$ cat src/rtl/io_input_conditioner.sv
// Switch/button front end: synchronise raw pins, debounce each bit, emit levels and press pulses.
// Define IO_EDGE_CAPTURE_EN to add sticky press flags with per-bit clear.
module io_input_conditioner #(
    parameter int NUM_SW          = 9,
    parameter int NUM_KEY         = 4,
    parameter int SYNC_STAGES     = 2,
    parameter int DEBOUNCE_CYCLES = 500000
) (
    input  logic               clk_i,
    input  logic               rst_i,
    input  logic [NUM_SW-1:0]  sw_raw_i,
    input  logic [NUM_KEY-1:0] key_raw_i,
    output logic [31:0]        sw_o,
    output logic [NUM_KEY-1:0] btn_o,
    output logic [NUM_KEY-1:0] press_pulse_o,
    output logic [NUM_KEY-1:0] press_sticky_o,
    input  logic [NUM_KEY-1:0] sticky_clr_i
);
    localparam int W  = NUM_SW + NUM_KEY;
    localparam int CW = (DEBOUNCE_CYCLES > 0) ? $clog2(DEBOUNCE_CYCLES + 1) : 1;
    // Switches idle off, keys idle released (high).
    localparam logic [W-1:0] IDLE = {{NUM_KEY{1'b1}}, {NUM_SW{1'b0}}};

    logic [W-1:0]       sync_q [SYNC_STAGES];
    logic [W-1:0]       sync_d [SYNC_STAGES];
    logic [W-1:0]       sync_out;
    logic [W-1:0]       stable_q, stable_d;
    logic [NUM_KEY-1:0] pulse_q, pulse_d;

    assign sync_d[0] = {key_raw_i, sw_raw_i};
    for (genvar gi = 1; gi < SYNC_STAGES; gi++) begin : g_sync
        assign sync_d[gi] = sync_q[gi-1];
    end
    assign sync_out = sync_q[SYNC_STAGES-1];

    if (DEBOUNCE_CYCLES == 0) begin : g_bypass
        assign stable_d = sync_out;
    end else begin : g_deb
        localparam logic [CW-1:0] CNT_LAST = CW'(DEBOUNCE_CYCLES - 1);
        for (genvar gi = 0; gi < W; gi++) begin : g_bit
            logic [CW-1:0] cnt_q, cnt_d;
            logic          bit_d;

            // Any sample matching the accepted level restarts the count.
            always_comb begin
                cnt_d = '0;
                bit_d = stable_q[gi];
                if (sync_out[gi] != stable_q[gi]) begin
                    if (cnt_q == CNT_LAST) begin
                        bit_d = sync_out[gi];
                    end else begin
                        cnt_d = cnt_q + CW'(1);
                    end
                end
            end

            always_ff @(posedge clk_i) begin
                if (rst_i) begin
                    cnt_q <= '0;
                end else begin
                    cnt_q <= cnt_d;
                end
            end

            assign stable_d[gi] = bit_d;
        end
    end

    always_comb begin
        pulse_d = stable_q[W-1:NUM_SW] & ~stable_d[W-1:NUM_SW];
    end

    always_ff @(posedge clk_i) begin
        if (rst_i) begin
            for (int i = 0; i < SYNC_STAGES; i++) begin
                sync_q[i] <= IDLE;
            end
            stable_q <= IDLE;
            pulse_q  <= '0;
        end else begin
            sync_q   <= sync_d;
            stable_q <= stable_d;
            pulse_q  <= pulse_d;
        end
    end

    assign sw_o          = 32'(stable_q[NUM_SW-1:0]);
    assign btn_o         = stable_q[W-1:NUM_SW];
    assign press_pulse_o = pulse_q;

`ifdef IO_EDGE_CAPTURE_EN
    logic [NUM_KEY-1:0] sticky_q, sticky_d;

    // A pulse sets the flag even when a clear arrives in the same cycle.
    always_comb begin
        sticky_d = pulse_q | (sticky_q & ~sticky_clr_i);
    end

    always_ff @(posedge clk_i) begin
        if (rst_i) begin
            sticky_q <= '0;
        end else begin
            sticky_q <= sticky_d;
        end
    end

    assign press_sticky_o = sticky_q;
`else
    logic unused_sticky_clr;
    assign unused_sticky_clr = ^sticky_clr_i;
    assign press_sticky_o    = '0;
`endif
endmodule

$ cat config.mk
export PLATFORM = sky130hd
export DESIGN_NAME = io_input_conditioner
export DESIGN_NICKNAME = d
export VERILOG_FILES = /design/src/rtl/io_input_conditioner.sv
export SDC_FILE = /design/constraint.sdc
export NUM_CORES = 1
export LEC_CHECK = 0
export BUFFER_PORTS_ARGS = -buffer_cell sky130_fd_sc_hd__clkbuf_2
export CAP_MARGIN = 20
export CORE_MARGIN = 8
export CORE_UTILIZATION = 61
export CTS_CLUSTER_DIAMETER = 60
export CTS_CLUSTER_SIZE = 24
export DETAILED_ROUTE_END_ITERATION = 6
export HOLD_SLACK_MARGIN = 0.1
export PLACE_DENSITY = 0.83
export SYNTH_ARGS = -nofsm -noshare
export SYNTH_HDL_FRONTEND = slang
export SYNTH_SLANG_ARGS = --single-unit
export TNS_END_PERCENT = 10
$ cat constraint.sdc
create_clock -name clk_i -period 3.05 [get_ports clk_i]
set_clock_uncertainty 0.15 [all_clocks]
set_input_delay 0.61 -clock clk_i [delete_from_list [all_inputs] [get_ports clk_i]]
set_output_delay 0.61 -clock clk_i [all_outputs]
set_load 0.005 [all_outputs]
==> flow_metrics.py <==
metrics = {
    "power": {
        "irDropWorstVdd_uv": 507.5,
        "p_leak_nw": 4.224,
        "p_per_area_nw_per_um2": 494.8,
    },
    "worst_setup_path": {
        "cp_max_fo": 17,
        "cp-end-kind": "flop",
        "critPathCapture": "g_deb.g_bit[3].cnt_q[10]",
        "critical_path.top_delay_family": "simple AND/OR/NAND/NOR gates",
        "cp_slowest_cell": "o21bai_2",
        "crit_path_start": "g_deb.g_bit[3].cnt_q[0]",
        "r2r-end": "g_deb.g_bit[3].cnt_q[10]",
        "worst-path-stages": 5,
        "critPathBufInv": 0,
        "slowest_delay_ns": 0.62,
        "cp.arrival_ns": 2.73,
        "rrSetupSlack_ns": 0.55,
        "critPathKind": "reg2reg",
        "start_kind": "flop",
        "crit_chain": "ha_1 > nand4_1 > or4_1 > o21bai_2 > nor2_1",
        "r2r-start": "g_deb.g_bit[3].cnt_q[0]",
        "ff2ff_path_depth": 5,
        "worst_ep_required_time_ns": 3.27,
    },
    "routing": {
        "ant_nets": 0,
        "drt-wirelength-per-cell_um": 13.69,
        "drt-total-wl_mm": 24.12,
        "drt_pass1_iterations": 5,
        "vias": 10030,
        "vias_per_cell": 5.692,
        "remaining_drc_errors": 0,
        "drtIter0Drc": 565,
    },
    "floorplan": {
        "row_count": 52,
        "die_x_um": 160.3,
        "initial_utilization": 0.6237,
        "io_pins": 63,
        "die-area_um2": 25700,
        "coreArea_um2": 20360,
        "die_h_um": 160.3,
    },
    "global_route": {
        "grt_pass1_wl_mm": 41.72,
        "grt_use_total": 0.1819,
        "grt_overflow": 0,
        "grt_pass1_vias": 9382,
        "antenna_found_initial": 0,
        "grt_max_degree": 28,
    },
    "synth": {
        "ys_seq_area_frac": 0.4571,
        "synth_top_family_by_area": "simple AND/OR/NAND/NOR gates",
        "synthTopCellsByArea": "dfxtp_1 46%, nor2_1 6.1%, xnor2_1 5.9%, xor2_1 5.7%, nand4_1 3.2%",
        "synth_mux_area_frac": 0,
        "ys_warn_count": 0,
        "synth_xor_area_frac": 0.1158,
        "syn_area_um2": 12700,
        "synth_fa_ha_area_frac": 0.01281,
        "synth_cell_types": 56,
        "synthCells": 1448,
        "synth-edff-count": 0,
        "synth-seq-cells": 290,
        "ys.flop_type": "dfxtp_1",
        "synth_top_area_frac": 0.4571,
        "syn_avg_cell_area_um2": 8.772,
        "synth_area_leader_cell": "dfxtp_1",
        "yosys.area_share.simple": 0.2911,
        "synthArstFlopShare": 0,
        "synth_compound_area_frac": 0.07989,
    },
    "cells_and_area": {
        "fillCellCount": 1618,
        "final_nets": 1510,
        "area_delta_synth_final_pct": 8.451,
        "diodes": 0,
        "drive_gt1_frac": 0.07239,
    },
    "timing": {
        "rsz0062_at_grt": "false",
        "relSlewSlack": 0.4791,
        "hold_viol_final": 0,
        "setup_viol": 0,
        "maxSlewViolCount": 0,
        "period_needed_ns": 2.505,
        "finalSetupTns_ns": 0,
        "clock.fmax_mhz": 399.2,
        "hold_slack_ns": 0.1119,
        "fin_crit_sh": 0.8213,
        "worst_slew_pin_slew_ns": 0.7791,
    },
    "min_path": {
        "hold_class": "in2reg",
    },
    "job": {
        "cap_violations": 0,
    },
    "placed_design": {
        "io_buffers": 31,
        "gp_congestion": 0.8397,
        "dp_hpwl_mm": 16.37,
    },
    "clocking": {
        "cts_tree": "yes",
        "clock-sinks": 290,
        "path_clk_slew_ns": 0.09,
        "h-tree-depth": 1,
        "cts_buffers": 21,
        "insertion_delay_ns": 0.53,
        "root_buffer": "clkbuf_16",
        "clock_tree.buffer_depth": 3,
    },
    "status": {
        "status": "finished clean",
    },
}
[timing repair]
item / CTS / global route
hold buffers: 2 / 0
resized for setup: 0 / 0
hold endpoints to repair: 2 / 0
setup buffers: 0 / 0
[layout make-up]
type | count | area [um^2] | area share
clock buffer | 23 | 553.0 | 0.04015
inverter | 52 | 195.2 | 0.01417
clock inverter | 14 | 175.2 | 0.01272
sequential | 290 | 5806 | 0.4214
timing repair buffer | 44 | 261.5 | 0.01898
multi-input combinational | 1069 | 6447 | 0.4680
tap | 270 | 337.8 | 0.02452
[layer usage]
layer  GRT usage  share of wire
met1      0.2271           0.46
met5           0              0
met4     0.05098          0.020
met2      0.3190           0.49
met3     0.02914          0.035
[cells by family (layout without fill, tap and decap cells)]
family	Yosys count	after routing
compound gates	171	171
xor+xnor	168	168
fa+ha+maj	13	13
buf+inv	115	133
flops	290	290
other cells	1	27
simple gates	690	690
[sequential cells by signal, summed over array words and instances, names as in the netlist]
register,flops
sync_out,13
g_deb.g_bit.cnt_q,247
press_pulse_o,4
sync_d,13
stable_q,13
[per-stage QoR]
stage | instances | cell area [um^2] | worst slack, ns | utilization | power [W]
global route | 1762 | 13780 | 0.4123 | 0.6765 | 0.007050
detailed placement | 1723 | 13030 | 0.6322 | 0.6397 | 0.004000
CTS | 1762 | 13780 | 0.5896 | 0.6765 | 0.006881
floorplan | 1474 | 12800 | 0.8686 | - | 0.003991
global placement | 1721 | 13010 | 0.7185 | 0.6388 | 0.003996
finish | 1762 | 13780 | 0.5451 | 0.6765 | 0.006817
[cells in the mapped netlist, types with 8 or more instances]
| cell type | instances |
|---|---|
| and3_1 | 18 |
| or4_1 | 34 |
| clkbuf_1 | 29 |
| a21oi_1 | 73 |
| or2_2 | 13 |
| or3_1 | 52 |
| nor3_1 | 20 |
| and4_1 | 24 |
| nand2_1 | 82 |
| xor2_1 | 82 |
| xnor2_1 | 86 |
| and2_1 | 8 |
| dfxtp_1 | 290 |
| o31ai_1 | 26 |
| nor4_1 | 31 |
| nor4b_1 | 14 |
| inv_1 | 52 |
| nand3_1 | 78 |
| nor2b_1 | 18 |
| buf_4 | 27 |
| nor2_1 | 205 |
| nand4_1 | 65 |
| o21ai_0 | 48 |
| ha_1 | 13 |
[worst min path at each step]
stage	from	endpoint	slack, ns	cells after the start
floorplan	sync_d[10]	sync_out[10]	0.24	1
global placement	sync_d[9]	sync_out[9]	0.24	1
detailed placement	sync_d[9]	sync_out[9]	0.25	1
CTS	key_raw_i[1]	sync_d[10]	0.10	2
global route	key_raw_i[1]	sync_d[10]	0.11	2
finish	key_raw_i[1]	sync_d[10]	0.11	2
[report_power, final]
group	total, W	leakage, nW	switching, W	internal, W
Combinational	0.0000983	1.53	0.0000647	0.0000336
Clock	0.00290	0.352	0.00149	0.00141
Sequential	0.00382	2.34	0.0000126	0.00380
Total	0.00682	4.22	0.00157	0.00525
[cell usage in the layout (no fill, tap or decap), types with 27 or more instances in the layout]
master / n
dfxtp_1: 290
nor2_1: 205
xnor2_1: 86
nand2_1: 82
xor2_1: 82
nand3_1: 78
a21oi_1: 73
nand4_1: 65
or3_1: 52
inv_1: 52
o21ai_0: 48
or4_1: 34
nor4_1: 31
clkbuf_2: 31
conb_1: 27
[worst reg2reg max path: stages, from the launching register on]
cell      delay (ns)
dfxtp_1         0.38
ha_1            0.24
nand4_1         0.22
or4_1           0.59
o21bai_2        0.62
nor2_1          0.15
Note: power is estimated with default switching activity, not from simulation.
